## config.mk

```make
export PLATFORM = sky130hd
export DESIGN_NAME = addsub16_arbiter
export DESIGN_NICKNAME = d
export VERILOG_FILES = /design/src/rtl/addsub_pkg.sv /design/src/rtl/addsub16_core.sv /design/src/rtl/addsub16_arbiter.sv
export SDC_FILE = /design/constraint.sdc
export NUM_CORES = 1
export LEC_CHECK = 0
export BUFFER_PORTS_ARGS = -buffer_cell sky130_fd_sc_hd__buf_2
export CELL_PAD_IN_SITES_DETAIL_PLACEMENT = 0
export CELL_PAD_IN_SITES_GLOBAL_PLACEMENT = 2
export CORE_UTILIZATION = 32
export DETAILED_ROUTE_END_ITERATION = 10
export PLACE_DENSITY = 0.91
export SETUP_SLACK_MARGIN = 0.5
export SLEW_MARGIN = 20
export SYNTH_ARGS = -nofsm -noshare
export SYNTH_HDL_FRONTEND = slang
export SYNTH_HIERARCHICAL = 1
export SYNTH_SLANG_ARGS = --single-unit
```

## constraint.sdc

```tcl
create_clock -name clk -period 3 [get_ports clk]
set_input_delay 0.6 -clock clk [delete_from_list [all_inputs] [get_ports clk]]
set_output_delay 0.6 -clock clk [all_outputs]
set_load 0.005 [all_outputs]
```

## src/rtl/addsub_pkg.sv

```systemverilog
`default_nettype none
// ============================================================================
// Module      : addsub_pkg
// Description : Shared constants for the add/sub arbiter slice.
// Revision    : 1.0 - initial release
// ============================================================================
package addsub_pkg;

    localparam int C_WIDTH = 16;

    localparam logic [1:0] ST_IDLE = 2'd0;
    localparam logic [1:0] ST_EXEC = 2'd1;
    localparam logic [1:0] ST_RESP = 2'd2;

endpackage : addsub_pkg
`default_nettype wire

```

## src/rtl/addsub16_core.sv

```systemverilog
`default_nettype none
// ============================================================================
// Module      : addsub16_core
// Description : Combinational add/subtract: XOR-bank inverter plus adder.
// Revision    : 1.0 - initial release
// ============================================================================
module addsub16_core
    import addsub_pkg::*;
#(
    parameter int WIDTH = C_WIDTH
) (
    input  logic [WIDTH-1:0] a,
    input  logic [WIDTH-1:0] b,
    input  logic             sub,
    output logic [WIDTH-1:0] y,
    output logic             carry,
    output logic             ovf
);

    logic [WIDTH-1:0] w_bx;
    logic [WIDTH:0]   w_sum;

    generate
        for (genvar i = 0; i < WIDTH; i++) begin : g_xor
            assign w_bx[i] = b[i] ^ sub;
        end
    endgenerate

    // Subtraction is two's complement: invert B and feed sub in as carry-in.
    assign w_sum = {1'b0, a} + {1'b0, w_bx} + {{WIDTH{1'b0}}, sub};
    assign y     = w_sum[WIDTH-1:0];
    assign carry = w_sum[WIDTH];
    assign ovf   = (a[WIDTH-1] == w_bx[WIDTH-1]) && (w_sum[WIDTH-1] != a[WIDTH-1]);

endmodule : addsub16_core
`default_nettype wire

```

## src/rtl/addsub16_arbiter.sv

```systemverilog
`default_nettype none
// ============================================================================
// Module      : addsub16_arbiter
// Description : Round-robin arbiter sharing one add/sub datapath between two
//               requesters, with a registered valid/ready response.
// Revision    : 1.0 - initial release
// ============================================================================
module addsub16_arbiter
    import addsub_pkg::*;
#(
    parameter int WIDTH   = C_WIDTH,
    parameter bit RR_INIT = 1'b0
) (
    input  logic             clk,
    input  logic             rst,
    input  logic [1:0]       req_valid,
    output logic [1:0]       req_ready,
    input  logic [WIDTH-1:0] a0,
    input  logic [WIDTH-1:0] b0,
    input  logic             sub0,
    input  logic [WIDTH-1:0] a1,
    input  logic [WIDTH-1:0] b1,
    input  logic             sub1,
    output logic             rsp_valid,
    output logic             rsp_id,
    output logic [WIDTH-1:0] rsp_data,
    output logic             rsp_carry,
    output logic             rsp_ovf,
    output logic             rsp_zero,
    input  logic             rsp_ready
);

    logic [1:0]       r_state;
    logic [1:0]       w_state_nxt;
    logic             r_rr_ptr;
    logic [WIDTH-1:0] r_a;
    logic [WIDTH-1:0] r_b;
    logic             r_sub;
    logic             r_id;
    logic             w_grant;
    logic             w_grant_id;
    logic [WIDTH-1:0] w_y;
    logic             w_carry;
    logic             w_ovf;

    addsub16_core #(
        .WIDTH (WIDTH)
    ) u_core (
        .a     (r_a),
        .b     (r_b),
        .sub   (r_sub),
        .y     (w_y),
        .carry (w_carry),
        .ovf   (w_ovf)
    );

    always_comb begin
        w_state_nxt = r_state;
        w_grant     = 1'b0;
        w_grant_id  = 1'b0;
        req_ready   = 2'b00;
        case (r_state)
            ST_IDLE: begin
                // The priority pointer only matters when both requesters contend.
                case (req_valid)
                    2'b01:   begin w_grant = 1'b1; w_grant_id = 1'b0;     end
                    2'b10:   begin w_grant = 1'b1; w_grant_id = 1'b1;     end
                    2'b11:   begin w_grant = 1'b1; w_grant_id = r_rr_ptr; end
                    default: begin w_grant = 1'b0; w_grant_id = 1'b0;     end
                endcase
                if (w_grant) begin
                    req_ready   = w_grant_id ? 2'b10 : 2'b01;
                    w_state_nxt = ST_EXEC;
                end
            end
            ST_EXEC: w_state_nxt = ST_RESP;
            ST_RESP: if (rsp_ready) w_state_nxt = ST_IDLE;
            default: w_state_nxt = ST_IDLE;
        endcase
    end

    always_ff @(posedge clk) begin
        if (rst) begin
            r_state   <= ST_IDLE;
            r_rr_ptr  <= RR_INIT;
            r_a       <= '0;
            r_b       <= '0;
            r_sub     <= 1'b0;
            r_id      <= 1'b0;
            rsp_data  <= '0;
            rsp_carry <= 1'b0;
            rsp_ovf   <= 1'b0;
            rsp_zero  <= 1'b0;
        end else begin
            r_state <= w_state_nxt;
            if (w_grant) begin
                r_a   <= w_grant_id ? a1   : a0;
                r_b   <= w_grant_id ? b1   : b0;
                r_sub <= w_grant_id ? sub1 : sub0;
                r_id  <= w_grant_id;
            end
            if (r_state == ST_EXEC) begin
                rsp_data  <= w_y;
                rsp_carry <= w_carry;
                rsp_ovf   <= w_ovf;
                rsp_zero  <= (w_y == '0);
            end
            if ((r_state == ST_RESP) && rsp_ready) begin
                r_rr_ptr <= ~r_id;
            end
        end
    end

    assign rsp_valid = (r_state == ST_RESP);
    assign rsp_id    = r_id;

endmodule : addsub16_arbiter
`default_nettype wire

```

After elaboration in Yosys (flattened, before gate mapping) --
Cells that the tools add are included.
Cells by class: reduce and logical (&&, ||, !) cells 6, add/subtract/negate cells 2, mux-type cells 15, bitwise operators 17, eq/ne operators 9
Operators by type and width (number):
- 16-bit two-way mux | 2
- 16-bit by 16-bit adder with 17-bit output | 1
- 17-bit by 1-bit adder with 17-bit output | 1
- 16-bit zero test | 1
- 1-bit XOR | 16
- 2-bit two-way mux | 5
- 2-bit == test, second input constant | 3
- 1-bit two-way mux | 6
- 2-bit one-hot mux with 3 select lines | 1
- 2-bit by 1-bit == test with 1-bit output, second input constant | 2
- 2-bit by 1-bit inequality test with 1-bit output, second input constant | 2
- 3-bit OR reduction | 1
- 1-bit logical AND | 2
- 2-bit zero test | 1
- 1-bit one-hot mux with 2 select lines | 1
- 2-bit AND reduction | 1
- 1-bit == test | 1
- 1-bit inequality test | 1
- 1-bit inverter | 1
Word-level totals: flip-flop bits (word level) 56

Longest topological paths before layout --
Gate-level depths: netlist (run 1).
word-level depth 6, mapped depth 13, mapped depth without buffers 12

Cells and area by module --
Netlist (run 1), hierarchy kept.
By module, submodules not included:
- addsub16_arbiter | cells an instance 305, seq. area each 1121.1 µm², times used 1, area an instance 2803.9 µm²
- addsub16_core | cells an instance 115, seq. area each 0.0 µm², times used 1, area an instance 929.6 µm²

Worst setup path after synthesis (run 1) --
Ideal clock, no wire load.
path kind flip-flop to flip-flop, start register r_sub, end register rsp_zero, arrival time 2.621 ns, clock period less this slack 2.696 ns, data required time 2.926 ns, library setup time 0.074 ns, path slack 0.304 ns, cell stages (with the launch flop) 14, cell sequence dfxtp_1 -> buf_6 -> buf_2 -> xor2_1 -> ha_1 -> nor2b_1 -> o311ai_1 -> nand2_1 -> a41o_1 -> o21ai_2 -> xnor2_1 -> nor4_1 -> nand3_1 -> o21ai_0
On the way: cells in the longest elaborated chain, start to end 4, elaborated cells between the ends (all ways) 19, classes of those cells add/sub: 2; bitwise: 16; reduce/logical: 1
RTL lines:
- start: declaration | RTL line addsub16_arbiter.sv:38 | logic r_sub;
- start signal: assignment | RTL line addsub16_arbiter.sv:99 | r_sub <= w_grant_id ? sub1 : sub0;
- 1-bit XOR | RTL line addsub16_core.sv:25 | assign w_bx[i] = b[i] ^ sub;
- 16-bit by 16-bit adder with 17-bit output | RTL line addsub16_core.sv:30 | assign w_sum = {1'b0, a} + {1'b0, w_bx} + {{WIDTH{1'b0}}, sub};
- 17-bit by 1-bit adder with 17-bit output (*) | RTL line addsub16_core.sv:30
- net w_y[14] | RTL line addsub16_arbiter.sv:42 | logic [WIDTH-1:0] w_y;
- 16-bit zero test (*) | RTL line addsub16_arbiter.sv:106 | rsp_zero <= (w_y == '0);
- end signal: assignment | RTL line addsub16_arbiter.sv:106
- end: declaration | RTL line addsub16_arbiter.sv:29 | output logic rsp_zero,
The timed path passes the listed nets; every way through them passes the cells marked *. A chain may end at the register's enable or synchronous reset.

Worst setup path in the final report (run 1) --
Ends and elaborated chain as after synthesis.

==> run_results.csv, run 1 <==
group,metric,value,unit
die,num_rows,39,
synthesis,syn-mean-instance-area,8.89,um2
cts,post_cts_hold_fix_bufs,0,
global_routing,globalRouteTotalUtil,16.3,%
global_routing,grt_start_max_net_pins,67,
detailed_routing,avgRoutedWirePerCell,14.9,um
pwr,power_per_cell_area,515,nW/um2
global_routing,grt_pass1_vias,3180,
die,initial_utilization,32.8,%
synthesis,synth_top_area_cell,"dfxtp_1",
synthesis,synth_top_cells_by_area,"dfxtp_1 30%, o32ai_2 13%, and3b_1 7.3%, ha_1 5.4%, a31oi_1 5.2%",
detailed_routing,drt-vias-per-instance,5.08,
die,chipHeight,110,um
outcome,status,"finished clean",
layout,final_cell_mix,"93 x buf_2, 53 x dfxtp_1, 48 x nand2_1",
sta,rsz_0062_raised_after_global_routing,"true",
critical_path,worst_setup_path_start_kind,"flop",
cts,cts-buffers-inserted,5,
cts,count_of_h_tree_levels_built_during_cts,2,
critical_path,path_max_fanout,10,
layout,multi_input_comb_area,2460,um2
place,hpwl,7.29,mm
critical_path,worst_path_dominant_cell_family,"compound AO/OA/AOI/OAI gates",
die,core,11400,um2
place,port_buffers,93,
synthesis,post_synthesis_register_bit_count,56,
place,place_worst_setup_slack,0.271,ns
die,ioPinCount,94,
sta,clock.fmax,385,MHz
sta,holdWs,0.451,ns
sta,period_share,86.7,%
detailed_routing,number_of_optimization_iterations_in_the_first_detailed_route_pass,4,
sta,setup_tns,0,ns
layout,diodes,0,
cts,cts_tree,"yes",
detailed_routing,wirelength,9.67,mm
detailed_routing,route.vias.total,3294,
global_routing,grt_antenna_before_repair,0,
critical_path,timing.critical_path.buf_inv,1,
layout,layout.area.seq,1130,um2
global_routing,grt_overflow,0,
layout,nNetsFinal,592,
layout,fillerInstances,1137,
cts,clock-sinks,56,
die,design.die.area,12100,um2
detailed_routing,postRouteAntennaNets,0,
critical_path,cpPeakStageDelay,0.41,ns
synthesis,post_synthesis_compound_gate_area_fraction,28.5,%
layout,synthToLayoutAreaGrowth,25.5,%
synthesis,yosysUniqueCellTypes,49,
synthesis,yosys.area_share.xor_xnor,7.04,%
die,die_width,110,um
synthesis,syn-cell-area,3730,um2
cts,clk_latency,0.29,ns
synthesis,largest_family_of_logic_cells_by_synthesized_area,"compound AO/OA/AOI/OAI gates",
cts,ctsRootBufferMaster,"clkbuf_16",
sta,final_hold_vios,0,
sta,final_worst_path_period_need,2.60,ns
synthesis,synth_largest_type_area_fraction,30.0,%
place,gp_congestion,0.825,
min_path,worstHoldPathType,"flop to flop",
synthesis,synthesis.yosys.warnings,6,
sta,max-slew-margin-rel,50.8,%
pwr,static-leakage-power,2.12,nW
layout,mostFrequentLayoutCell,"buf_2",
detailed_routing,dr.first_iter.drc_count,111,
critical_path,crit_path_top_delay_cell,"dfxtp_4",
synthesis,muxShareOfSynthArea,1.07,%
sta,fin_worst_skew,0.00837,ns
synthesis,yosys.area_share.adder,5.90,%
layout,final_area,4680,um2
layout,final_layout_size_suffix_gt1_share,36.4,%
synthesis,synthArstFlopShare,0,%
synthesis,synth-main-ff-cell,"dfxtp_1",
critical_path,crit_type,"flop to flop",
synthesis,postSynthNetCount,508,
sta,tightest_slew,0.738,ns
detailed_routing,drt_drc_violations_left,0,
sta,timing.final.setup_violations,0,
flow_run,maximum_capacitance_violations,0,
sta,slew_violations,0,
cts,max-clock-path-buffers,2,
critical_path,endpoint_kind,"flop",
synthesis,sequential_area_share_after_synthesis,30.0,%
global_routing,grt_first_pass_wirelength,15.3,mm
critical_path,timing.critical_path.arrival,2.82,ns
sta,final.setup.worst_slack,0.400,ns
cts,cts.reportedPaths.clkPinSlew,0.07,ns
pwr,irDropWorstVdd,0.245,mV
synthesis,synth-edff-count,0,
critical_path,crit_chain,"buf_12, xor2_1, ha_1, a21oi_2, nand2_1, a21o_1, a21oi_1, a41oi_2, xor2_2, nor4_2, nand3_1, o21ai_1",
critical_path,cp.required,3.22,ns
place,detailed_place.area,4280,um2
synthesis,synthesis.instances,420,
synthesis,synthSimpleGateAreaFrac,19.3,%
Yosys cell counts (3+ instances only):
master    number
dfxtp_1       56
nand3_1        7
buf_2          5
buf_6          4
clkbuf_1      23
nand2_1       48
xnor2_1        9
o32ai_2       29
o21ai_0        7
and2_1         3
ha_1          16
nor2b_1        6
inv_1         38
a21oi_1       34
xor2_1        21
nor2_1         6
and3b_1       31
a31oi_1       31
nor4_1         5
nand2b_1       3
routing by layer:
layer  share of wire (%)  vias to the layer above  routed length, um  GRT usage, %
li1                    -                     1671                  -             -
met1                  49                     1525               4740          22.5
met2                  45                       89               4370          26.6
met3                 4.9                        9                472          2.47
met4                0.96                        0                 93          4.10
met5                   0                        -                  0             0
kinds of logic after synthesis:
kind of cell	Yosys count
AOI/OAI and AO/OA	121
xor gates and xnor gates	30
adders and majority gates	17
buffers and inverters	72
DFF	56
muxes	3
and+or+nand+nor	121
sequential cells by signal, indices dropped and copies added, names as in the netlist:
signal     count
r_a           16
r_b           16
r_rr_ptr       1
r_state        2
r_sub          1
rsp_carry      1
rsp_data      16
rsp_id         1
rsp_ovf        1
rsp_zero       1
tightest hold or removal path, cell delays in order, from the launching register on:
cell     delay [ns]
dfxtp_1        0.31
nand2_1        0.05
a21oi_1        0.05
final timing paths:
path	start	end	slack [ns]	depth (start not counted)
worst min register to register	rsp_data[1]$_SDFFE_PP0N_	rsp_data[1]$_SDFFE_PP0N_	0.45	2
worst min-delay path	rsp_data[1]$_SDFFE_PP0N_	rsp_data[1]$_SDFFE_PP0N_	0.45	2
worst max register to register	r_sub$_SDFFE_PP0P_	rsp_zero$_SDFFE_PP0N_	0.40	12
worst max-delay path	r_sub$_SDFFE_PP0P_	rsp_zero$_SDFFE_PP0N_	0.40	12
power breakdown:
part | leakage, nW | internal, W | switching (W)
sequential | 0.461 | 0.000822 | 0.0000684
clock | 0.0712 | 0.000334 | 0.000257
combinational | 1.59 | 0.000422 | 0.000510
repair_timing:
item	4_1_cts	5_1_grt
gates resized for setup	15	15
endpoints found under the setup margin	9	9
buffers inserted	4	7
gates cloned	0	0
pin swaps	9	9
metrics by stage:
| stage | std cells | power [W] | utilization, % |
|---|---|---|---|
| floorplan | 420 | 0.00150 | - |
| global placement | 629 | 0.00172 | 37.7 |
| detailed placement | 629 | 0.00172 | 37.7 |
| CTS | 641 | 0.00236 | 40.0 |
| global route | 648 | 0.00256 | 41.2 |
| finish | 648 | 0.00241 | 41.2 |
area by class of cell:
cell class                 instances  share of cell area (%)
sequential                        56                    24.1
inverter                          38                    3.04
multi-input combinational        292                    52.6
tap                              143                    3.82
clock buffer                       8                    3.12
timing repair buffer             111                    13.4
Power figures use the tool's default switching activity.
==> inputs of run 2 (changes only) <==
--- a/config.mk
+++ b/config.mk
@@ -5,12 +5,13 @@
 export SDC_FILE = /design/constraint.sdc
 export NUM_CORES = 1
 export LEC_CHECK = 0
+export ABC_AREA = 1
 export BUFFER_PORTS_ARGS = -buffer_cell sky130_fd_sc_hd__buf_2
 export CELL_PAD_IN_SITES_DETAIL_PLACEMENT = 0
 export CELL_PAD_IN_SITES_GLOBAL_PLACEMENT = 2
-export CORE_UTILIZATION = 32
+export CORE_UTILIZATION = 28
 export DETAILED_ROUTE_END_ITERATION = 10
-export PLACE_DENSITY = 0.91
+export PLACE_DENSITY = 0.9
 export SETUP_SLACK_MARGIN = 0.5
 export SLEW_MARGIN = 20
 export SYNTH_ARGS = -nofsm -noshare
==> run 2 against run 1 <==
Net effect:
- via count increased by 12%
- global-route usage decreased by 0.34 points
- final area is 1.2% higher
- synthesized area is 1.4% lower
- clock-buffer cell count decreased by 3
- clock power up 4.2%
- wire length grew 5.1%
- register-to-register slack better by 0.25 ns
- critical path type unchanged
- largest cell class unchanged
- largest power group unchanged
==> run_results.csv, run 2 <==
group,metric,value,unit
detailed_routing,drt_drc_violations_left,0,
cts,cts-buffers-inserted,5,
layout,multi_input_comb_area,2350,um2
die,chipHeight,117,um
detailed_routing,wirelength,10.2,mm
critical_path,endpoint_kind,"flop",
sta,max-slew-margin-rel,55.3,%
sta,period_share,78.4,%
synthesis,post_synth_most_frequent_cells,"213 x nand2_1, 65 x inv_1, 62 x a21oi_1, 56 x dfxtp_1, 40 x nand3_1",
synthesis,syn-mean-instance-area,6.44,um2
critical_path,timing.critical_path.from,"r_sub$_SDFFE_PP0P_",
global_routing,grt_first_pass_wirelength,17.1,mm
pwr,static-leakage-power,2.53,nW
cts,cts.reportedPaths.clkPinSlew,0.08,ns
critical_path,cpPeakStageDelay,0.39,ns
die,ioPinCount,94,
die,core,12700,um2
die,design.die.area,13600,um2
cts,cts_tree,"yes",
global_routing,grt_overflow,0,
sta,clock.fmax,425,MHz
global_routing,grt_start_max_net_pins,34,
critical_path,path_max_fanout,8,
layout,synthToLayoutAreaGrowth,28.8,%
synthesis,sequential_area_share_after_synthesis,30.5,%
layout,final_cell_mix,"204 x nand2_1, 93 x buf_2, 64 x inv_1",
layout,reg_top3,"r_a (16), r_b (16), rsp_data (16)",
cts,count_of_h_tree_levels_built_during_cts,2,
synthesis,synthesis.instances,572,
critical_path,timing.critical_path.arrival,2.59,ns
synthesis,synth-main-ff-cell,"dfxtp_1",
min_path,worstHoldPathType,"flop to flop",
critical_path,crit_type,"flop to flop",
layout,diodes,0,
critical_path,crit_chain,"clkbuf_16, xor2_1, ha_2, nand2_2, inv_1, a21oi_2, nand2_4, nand2_1, nand2_1, xor2_1, nor2_1, nand2_1, nor2_1, nand3_1, a21oi_2",
detailed_routing,met3_wirelength,416,um
critical_path,timing.critical_path.mode_cell,"nand2_1",
min_path,hold_path.startpoint,"rsp_data[4]$_SDFFE_PP0N_",
place,detailed_place.area,4270,um2
flow_run,maximum_capacitance_violations,0,
layout,final_layout_size_suffix_gt1_share,26.6,%
synthesis,synth_largest_type_area_fraction,30.5,%
layout,final_area,4740,um2
layout,fillerInstances,1439,
detailed_routing,number_of_optimization_iterations_in_the_first_detailed_route_pass,5,
global_routing,globalRouteTotalUtil,16.0,%
synthesis,postSynthNetCount,660,
place,port_buffers,93,
global_routing,grt_pass1_vias,3677,
detailed_routing,avgRoutedWirePerCell,12.1,um
synthesis,synthArstFlopShare,0,%
die,initial_utilization,28.9,%
detailed_routing,total_length_of_routed_met2_wires,4.75,mm
sta,tightest_slew,0.668,ns
detailed_routing,routed_metal_1_wirelength,4.93,mm
layout,mostFrequentLayoutCell,"nand2_1",
place,gp_congestion,0.795,
synthesis,synthesis.yosys.warnings,6,
cts,clock-sinks,56,
outcome,status,"finished clean",
detailed_routing,drt-vias-per-instance,4.39,
pwr,irDropWorstVdd,0.202,mV
sta,timing.final.setup_violations,0,
sta,fin_worst_skew,0.00997,ns
cts,max-clock-path-buffers,2,
synthesis,synth.most_common_cell,"nand2_1",
sta,final_hold_vios,0,
die,die_width,117,um
sta,setup_tns,0,ns
critical_path,cp.required,3.23,ns
synthesis,synth-edff-count,0,
critical_path,worst_path_dominant_cell_family,"simple AND/OR/NAND/NOR gates",
cts,ctsRootBufferMaster,"clkbuf_16",
pwr,power_per_cell_area,526,nW/um2
critical_path,timing.critical_path.buf_inv,2,
critical_path,worst_setup_path_start_kind,"flop",
sta,rsz_0062_raised_after_global_routing,"false",
detailed_routing,top_layer_used,"met4",
synthesis,synth_top_cells_by_area,"dfxtp_1 30%, nand2_1 22%, a21oi_1 8.4%, inv_1 6.6%, ha_1 5.4%",
detailed_routing,dr.first_iter.drc_count,134,
layout,layout.area.seq,1130,um2
place,placedCellCount,820,
synthesis,syn-cell-area,3680,um2
synthesis,post_synthesis_register_bit_count,56,
critical_path,r2r-start,"r_sub$_SDFFE_PP0P_",
detailed_routing,postRouteAntennaNets,0,
sta,final_worst_path_period_need,2.35,ns
synthesis,yosysUniqueCellTypes,33,
place,hpwl,8.28,mm
sta,slew_violations,0,
layout,stdcell_count,837,
critical_path,crit_path_top_delay_cell,"dfxtp_4",
layout,nNetsFinal,752,
global_routing,grt_antenna_before_repair,0,
synthesis,synth_top_area_cell,"dfxtp_1",
cts,clk_latency,0.30,ns
detailed_routing,route.vias.total,3677,
cts,post_cts_hold_fix_bufs,0,
die,num_rows,41,
[run 2: cell types whose count changed after synthesis, moves of 6 or more]
| cell | change |
|---|---|
| nand3_1 | +33 |
| inv_1 | +27 |
| o32ai_2 | -29 |
| a31oi_1 | -29 |
| buf_2 | +6 |
| nor2b_1 | -6 |
| nor2_1 | +21 |
| and3b_1 | -31 |
| nand2_1 | +165 |
| a21oi_1 | +28 |
| nand2_2 | +8 |
| clkbuf_1 | -18 |
[run 2: kinds of logic after synthesis]
group	after synthesis	synth area share (%)
AND/OR/NAND/NOR	300	34.1
buffers and inverters	93	11.2
AO/OA/AOI/OAI	79	11.7
flip-flops	56	30.5
XOR/XNOR	27	6.63
adder cells (fa/ha/maj)	17	5.98
[run 2: report_power, final]
group	internal, W	switching, W
clock	0.000318	0.000297
combinational	0.000409	0.000587
sequential	0.000821	0.0000595
[run 2: area by class of cell]
| class | instances | share of cell area [%] |
|---|---|---|
| sequential | 56 | 23.8 |
| timing repair buffer | 111 | 13.7 |
| tap | 172 | 4.54 |
| multi-input combinational | 423 | 49.5 |
| clock inverter | 3 | 0.581 |
| clock buffer | 5 | 2.64 |
| inverter | 67 | 5.30 |
[run 2: layer usage]
metal | vias up | global-route usage (%)
met3 | 7 | 1.71
met5 | - | 0
li1 | 1961 | -
met1 | 1632 | 20.6
met4 | 0 | 3.04
met2 | 77 | 28.8
[run 2: timing repair]
| item | in CTS | in global routing |
|---|---|---|
| setup endpoints to repair | 1 | 3 |
| gates resized for setup | 2 | 46 |
| pin swaps | 0 | 22 |
| cloned | 0 | 2 |
| setup buffers | 0 | 7 |
[run 2: tightest hold or removal path: stages, from the launching register on]
cell and delay (ns):
dfxtp_1 0.31, nand2_1 0.06, a21oi_1 0.05
[run 2: per-stage QoR]
stage	util [%]	hold slack (ns)	power, W	setup WS (ns)
after floorplan	-	0.449	0.00152	0.740
after global placement	33.6	0.450	0.00177	0.483
after detailed placement	33.6	0.456	0.00177	0.483
after CTS	34.8	0.467	0.00239	0.501
after global routing	37.3	0.482	0.00268	0.501
final	37.3	0.462	0.00249	0.648
[run 2: path summary, 6_finish.rpt]
check / slack, ns / endpoint / cells after the start
max reg2reg: 0.65 / rsp_zero$_SDFFE_PP0N_ / 15
max: 0.65 / rsp_zero$_SDFFE_PP0N_ / 15
min reg2reg: 0.46 / rsp_data[4]$_SDFFE_PP0N_ / 2
min: 0.46 / rsp_data[4]$_SDFFE_PP0N_ / 2
